`config.mk`:
```
export PLATFORM = sky130hd
export DESIGN_NAME = hazard_stall_ctrl
export DESIGN_NICKNAME = d
export VERILOG_FILES = /design/src/rtl/hazard_stall_ctrl.sv
export SDC_FILE = /design/constraint.sdc
export NUM_CORES = 1
export LEC_CHECK = 0
export ABC_AREA = 1
export CAP_MARGIN = 5
export CORE_ASPECT_RATIO = 0.9
export CORE_MARGIN = 2
export CORE_UTILIZATION = 55
export CTS_BUF_LIST = sky130_fd_sc_hd__clkbuf_4
export CTS_CLUSTER_DIAMETER = 50
export DETAILED_ROUTE_END_ITERATION = 12
export PLACE_DENSITY = 0.82
export SLEW_MARGIN = 25
export SYNTH_ARGS = -nofsm -noshare
export SYNTH_HDL_FRONTEND = slang
export SYNTH_SLANG_ARGS = --single-unit
```
`constraint.sdc`:
```
create_clock -name clk -period 3.1 [get_ports clk]
set_input_delay 0.62 -clock clk [delete_from_list [all_inputs] [get_ports clk]]
set_output_delay 0.62 -clock clk [all_outputs]
set_load 0.01 [all_outputs]
```
`src/rtl/hazard_stall_ctrl.sv`:
```
`default_nettype none
// ---------------------------------------------------------------------------
// hazard_stall_ctrl : pipeline stall/flush/bubble control, memory-wait timeout
//                     and saturating performance counters.
// Revision 1.0
// ---------------------------------------------------------------------------
module hazard_stall_ctrl #(
  parameter int          TIMEOUT   = 16,
  parameter logic [31:0] STALL_MAX = 32'hFFFF_FFFF
) (
  input  logic        clk,
  input  logic        reset,
  input  logic [4:0]  id_rs1,
  input  logic [4:0]  id_rs2,
  input  logic        id_uses_rs1,
  input  logic        id_uses_rs2,
  input  logic        ex_memread,
  input  logic [4:0]  ex_rd,
  input  logic        ex_branch_taken,
  input  logic        mem_req,
  input  logic        mem_ready,
  output logic        pc_kick_up,
  output logic        IF_kick_up,
  output logic        ID_kick_up,
  output logic        EX_kick_up,
  output logic        IF_flush,
  output logic        ID_bubble,
  output logic        mem_timeout,
  output logic [31:0] stall_cycles,
  output logic [15:0] flush_events
);

  localparam int               WW      = $clog2(TIMEOUT + 1);
  localparam logic [WW-1:0]    C_TO    = WW'(TIMEOUT);
  localparam logic [WW-1:0]    C_WONE  = WW'(1);
  localparam logic [15:0]      C_FMAX  = 16'hFFFF;

  typedef enum logic [1:0] {S_RUN = 2'd0, S_WAIT = 2'd1, S_ERR = 2'd2} state_t;

  state_t        state_q, state_d;
  logic [WW-1:0] wcnt_q, wcnt_d;
  logic          mem_timeout_q, mem_timeout_d;
  logic [31:0]   stall_q;
  logic [15:0]   flush_q;

  logic w_memstall;
  logic w_loaduse;
  logic w_flush_evt;

  assign w_memstall = mem_req & ~mem_ready;
  assign w_loaduse  = ex_memread & (ex_rd != 5'd0) &
                      ((id_uses_rs1 & (id_rs1 == ex_rd)) |
                       (id_uses_rs2 & (id_rs2 == ex_rd)));

  always_comb begin
    pc_kick_up  = 1'b0;
    IF_kick_up  = 1'b0;
    ID_kick_up  = 1'b0;
    EX_kick_up  = 1'b0;
    IF_flush    = 1'b0;
    ID_bubble   = 1'b0;
    w_flush_evt = 1'b0;
    if (reset || state_q == S_ERR || w_memstall) begin
      // Full freeze: everything stays 0; a pending branch or load-use is
      // re-presented by the frozen EX stage on the release cycle.
    end else if (ex_branch_taken) begin
      pc_kick_up  = 1'b1;
      IF_kick_up  = 1'b1;
      ID_kick_up  = 1'b1;
      EX_kick_up  = 1'b1;
      IF_flush    = 1'b1;
      ID_bubble   = 1'b1;
      w_flush_evt = 1'b1;
    end else if (w_loaduse) begin
      ID_kick_up  = 1'b1;
      EX_kick_up  = 1'b1;
      ID_bubble   = 1'b1;
    end else begin
      pc_kick_up  = 1'b1;
      IF_kick_up  = 1'b1;
      ID_kick_up  = 1'b1;
      EX_kick_up  = 1'b1;
    end
  end

  always_comb begin
    state_d       = state_q;
    wcnt_d        = wcnt_q;
    mem_timeout_d = mem_timeout_q;
    case (state_q)
      S_RUN: begin
        if (w_memstall) begin
          state_d = S_WAIT;
          wcnt_d  = C_WONE;
        end
      end
      S_WAIT: begin
        if (!w_memstall) begin
          state_d = S_RUN;
          wcnt_d  = '0;
        end else if (wcnt_q == C_TO) begin
          state_d       = S_ERR;
          mem_timeout_d = 1'b1;
        end else begin
          wcnt_d = wcnt_q + C_WONE;
        end
      end
      default: begin
        state_d = S_ERR;
      end
    endcase
  end

  always_ff @(posedge clk) begin
    if (reset) begin
      state_q       <= S_RUN;
      wcnt_q        <= '0;
      mem_timeout_q <= 1'b0;
      stall_q       <= '0;
      flush_q       <= '0;
    end else begin
      state_q       <= state_d;
      wcnt_q        <= wcnt_d;
      mem_timeout_q <= mem_timeout_d;
      if (state_q != S_ERR && !pc_kick_up && stall_q != STALL_MAX) begin
        stall_q <= stall_q + 32'd1;
      end
      if (w_flush_evt && flush_q != C_FMAX) begin
        flush_q <= flush_q + 16'd1;
      end
    end
  end

  assign mem_timeout  = mem_timeout_q;
  assign stall_cycles = stall_q;
  assign flush_events = flush_q;

endmodule
`default_nettype wire

```
; Word-level counts from Yosys, hierarchy flattened
; Index checks and enable logic that the tools add are counted.
[word_totals]
register_bits = 56
in_bits = 23
out_inout_bits = 55
elab_cells = 55
[classes]
add_sub_neg = 3
n_eq_ne = 11
muxes = 17
n_bitwise = 7
reduce_logical = 12
[ops]
columns = operator, n
row1 = "32-bit by 1-bit adder with 32-bit output, second input constant", 1
row2 = "32-bit != test, second input constant", 1
row3 = "16-bit by 1-bit adder with 16-bit output, second input constant", 1
row4 = "16-bit != test, second input constant", 1
row5 = 5-bit two-way mux, 3
row6 = 5-bit == test, 2
row7 = 5-bit case mux with 2 select lines, 1
row8 = 1-bit two-way mux, 9
row9 = 2-bit two-way mux, 3
row10 = "3-bit != test, second input constant", 2
row11 = 3-bit AND reduction, 2
row12 = "5-bit by 1-bit adder with 5-bit output, second input constant", 1
row13 = 1-bit AND, 5
row14 = "5-bit == test, second input constant", 1
row15 = 5-bit nonzero test, 1
row16 = "2-bit != test, second input constant", 2
row17 = 2-bit case mux with 2 select lines, 1
row18 = 1-bit logical AND, 3
row19 = "2-bit by 1-bit == test with 1-bit output, second input constant", 1
row20 = "2-bit == test, second input constant", 1
row21 = 2-bit logical NOT, 1
row22 = 1-bit logical OR, 2
row23 = 2-bit AND reduction, 1
row24 = 2-bit nonzero test, 1
row25 = 3 further kinds, 3

; Logic depth before layout (Yosys ltp)
[depth]
depth_word = 10
depth_mapped = 13
ltp_nobuf = 12

; Worst setup path after synthesis
; No wires, ideal clock.
[synth_timing]
path_kind = in2out
startpoint = input reset
endpoint = output pc_kick_up
arrival_ps = 1684
t_required_ps = 2480
slack_ps = 796
stages = 8
n_path_buf = 3
cell_sequence = buf_2 inv_2 nand3_1 inv_1 nand2_2 buf_2 inv_1 buf_4
[synth_via]
elab_chain_len = 3
[synth_lines]
columns = element, line
row1 = "start, declared", 12  ; input logic reset,
row2 = 1-bit logical OR (2 in a row), 63  ; if (reset || state_q == S_ERR || w_memstall) begin
row3 = 1-bit two-way mux, -
row4 = "end, declared", 22  ; output logic pc_kick_up,
; No other way between the ends.

; Final worst setup path
[layout_timing]
startpoint = input ex_rd[4]
endpoint = output IF_kick_up
[layout_via]
elab_chain_len = 7
word_cells_on_any_way = 11
classes_between = eq/ne: 2 / mux: 3 / bitwise: 5 / reduce/logical: 1
[layout_lines]
columns = element, line
row1 = "start, declared", 18  ; input logic [4:0] ex_rd,
row2 = 5-bit == test (on tied branches), "52, 53"
row3 = 1-bit AND (on tied branches), "52, 53"
row4 = 1-bit OR, 52  ; ((id_uses_rs1 & (id_rs1 == ex_rd)) |
row5 = 1-bit AND (*), 51  ; assign w_loaduse = ex_memread & (ex_rd != 5'd0) &
row6 = 1-bit two-way mux (*), 74  ; end else if (w_loaduse) begin
row7 = 1-bit two-way mux (*), 66  ; end else if (ex_branch_taken) begin
row8 = 1-bit two-way mux (*), 63
row9 = "end, declared", 23  ; output logic IF_kick_up,
; Mark *: on every way between the ends. The rest lies on a longest branch, timed or not.

==> impl_metrics.toml <==
[outcome]
status = "finished clean"

[timing]
fin_crit_sh = 0.944
hold_viol_final = 0
grt_setup_unrepaired = "no"
worst_pin_slew_ns = 0.460
skew_ns = 0.00981
finalMaxSlewViolations = 0
fmax_ghz = 0.342
final.setup.tns_ns = 0
finalSetupViolCount = 0
relSlewSlack = 0.693
period_needed_ns = 2.93
setup_slack_ns = 0.174

[setup_path]
r2r_cells = 10
critical_path_class = "in2out"
r2r-end = "stall_cycles[3]$_SDFFE_PP0P_"
cp-end-kind = "primary output"
reg2reg_from = "stall_cycles[1]$_SDFFE_PP0P_"
critPathRequiredTime_ns = 2.48
r2r_setup_slack_ns = 0.98
cp-startpoint = "ex_rd[4]"
arrival_ns = 2.31
worstSetupStartpointType = "primary input"
crit_fanout = 4

[drt]
wl_met1_um = 4120
route.detailed.drc = 0
avgRoutedWirePerCell_um = 12.4
ant_nets = 0
viasPerCell = 5.29
drt_wl_total_um = 9220
drt_iter0_markers = 330
top_layer = "met4"
wl_met2_um = 4310
vias = 3928
met3WireLength_um = 617
drtPass1Iterations = 4

[clocking]
cts_hold_buf = 0
cts.sinks = 56
htreeDepth = 2
cts_buffer_depth = 2
cts_root_buf = "clkbuf_4"
clkLatencyLatePin_ns = 0.37
clkSlewWorstSetupHoldPaths_ns = 0.15
ctsResizeCount = 0
cts_buffers = 5
post-cts-setup-buffers = 0
cts_tree = "yes"

[synth]
synth_common_cells = "nand2_1 (162), nor2_1 (81), inv_1 (74)"
ys_seq_elements = 56
ys_types = 35
synth_most_common_cell = "nand2_1"
seq_area_frac_synth = 0.309
yosysWarnings = 0
synthArstFlopShare = 0
synth_cells = 582
synth_nets = 609
synthTopCellsByArea = "dfxtp_1 (31%), nand2_1 (17%), nor2_1 (8.4%)"
synth-edff-count = 0
synth_top_area_cell = "dfxtp_1"
synth_top_area_frac = 0.309
syn_avg_cell_area_um2 = 6.24
synth_area_mm2 = 0.00363
ys.flop_type = "dfxtp_1"

[grt]
grt_pass1_wl_um = 15700
grt_pass1_vias = 3669
grt_max_degree = 45
grt_antenna_before_repair = 0
grt_overflow = 0
grt_usage = 0.269

[placed_design]
place_congestion = 0.947
place_hpwl_um = 6920
port_buffers = 77
pre_cts_ws_ns = 0.157
dpl-instance-area_mm2 = 0.00445

[final_layout]
drive_gt1_frac = 0.0521
nNetsFinal = 680
diodes = 0
stdcell_area_mm2 = 0.00450
syn_to_final_growth_pct = 23.9

[hold_path]
min_path_cells = 2
min_to = "mem_timeout$_SDFFE_PP0P_"
hp-start = "mem_timeout$_SDFFE_PP0P_"
min_path_type = "reg2reg"

[power]
leakagePower_nw = 1.79
p_switching_w = 0.000315
power_frac_clock = 0.260
pwr-share-comb = 0.129
p_int_w = 0.000893
powerDensity_mw_per_mm2 = 268
switching_share = 0.261
p_seq_frac = 0.611
peakVddDrop_v = 0.000209

[die]
floorplan.die.height_um = 81.1
core-area_mm2 = 0.00648
die-area_mm2 = 0.00727
num_rows = 28
io_pins = 78
fp.dieW_um = 89.7
start_util = 0.561

[job]
max_cap_viol_count = 0
metal layers:
layer	vias up	GRT usage
met5	-	0
met4	0	0.110
met3	16	0.0437
met2	127	0.450
met1	1770	0.342
li1	2015	-
worst max-delay path, stage by stage:
cell             delay, ns
clkdlybuf4s50_1       0.51
inv_1                 0.07
nand2_1               0.05
nand2_1               0.05
nor2_1                0.12
nand3_1               0.08
nand2_1               0.08
nand3_1               0.08
nand2_2               0.10
inv_1                 0.06
clkdlybuf4s50_1       0.47
per-stage QoR:
| stage | hold slack, ns | instances | utilization | total power [W] |
|---|---|---|---|---|
| 2_1_floorplan | 0.472 | 582 | - | 0.000840 |
| 3_3_place_gp | 0.461 | 736 | 0.687 | 0.000905 |
| 3_5_place_dp | 0.471 | 736 | 0.687 | 0.000910 |
| 4_1_cts | 0.505 | 743 | 0.695 | 0.00122 |
| 5_1_grt | 0.526 | 743 | 0.695 | 0.00126 |
| 6_report | 0.497 | 743 | 0.695 | 0.00121 |
power by group through the flow:
stage	Clock (W)	Sequential [W]	Combinational, W
finish	0.000314	0.000738	0.000156
global route	0.000349	0.000739	0.000174
CTS	0.000324	0.000738	0.000157
detailed placement	0	0.000753	0.000157
global placement	0	0.000752	0.000153
floorplan	0	0.000753	0.0000866
layout make-up:
class	instances	area (um2)
clock buffer	6	45.0
tap	90	113
multi-input combinational	429	2110
timing repair buffer	83	816
sequential	56	1120
clock inverter	1	5.00
inverter	78	293
fill	578	1980
flip-flops by register name, indices dropped and copies added, names as in the netlist:
name and cells:
mem_timeout 1, state_q 2, flush_events 16, wcnt_q 5
stall_cycles 32
cell usage in the layout (no fill, tap or decap), types with 2 or more instances in the layout:
cell             netlist  final
nand2_1              162    162
nor2_1                81     81
clkdlybuf4s50_1        0     77
inv_1                 74     74
dfxtp_1               56     56
nand4_1               40     40
a21oi_1               40     40
nand3_1               34     34
o21ai_0               13     13
xnor2_1                9      9
xor2_1                 9      9
nor3_1                 8      8
nor2_2                 7      7
clkbuf_4               0      6
buf_4                  2      6
nand3b_1               4      4
ha_1                   4      4
inv_2                  3      3
nor3b_1                3      3
nand2_2                2      2
nand3_2                2      2
cells by family after synthesis:
family | synth area share
buffers and inverters | 0.111
AND/OR/NAND/NOR | 0.434
XOR/XNOR | 0.0434
flip-flops | 0.309
AO/OA/AOI/OAI | 0.0899
adder cells (fa/ha/maj) | 0.0138
worst max-delay path by stage:
stage,endpoint,slack (ns),depth (start not counted)
finish,IF_kick_up,0.17,11
global route,IF_kick_up,0.03,11
CTS,IF_kick_up,0.15,11
detailed placement,IF_kick_up,0.16,11
global placement,pc_kick_up,0.20,11
floorplan,pc_kick_up,0.80,8
Power figures use the tool's default switching activity.
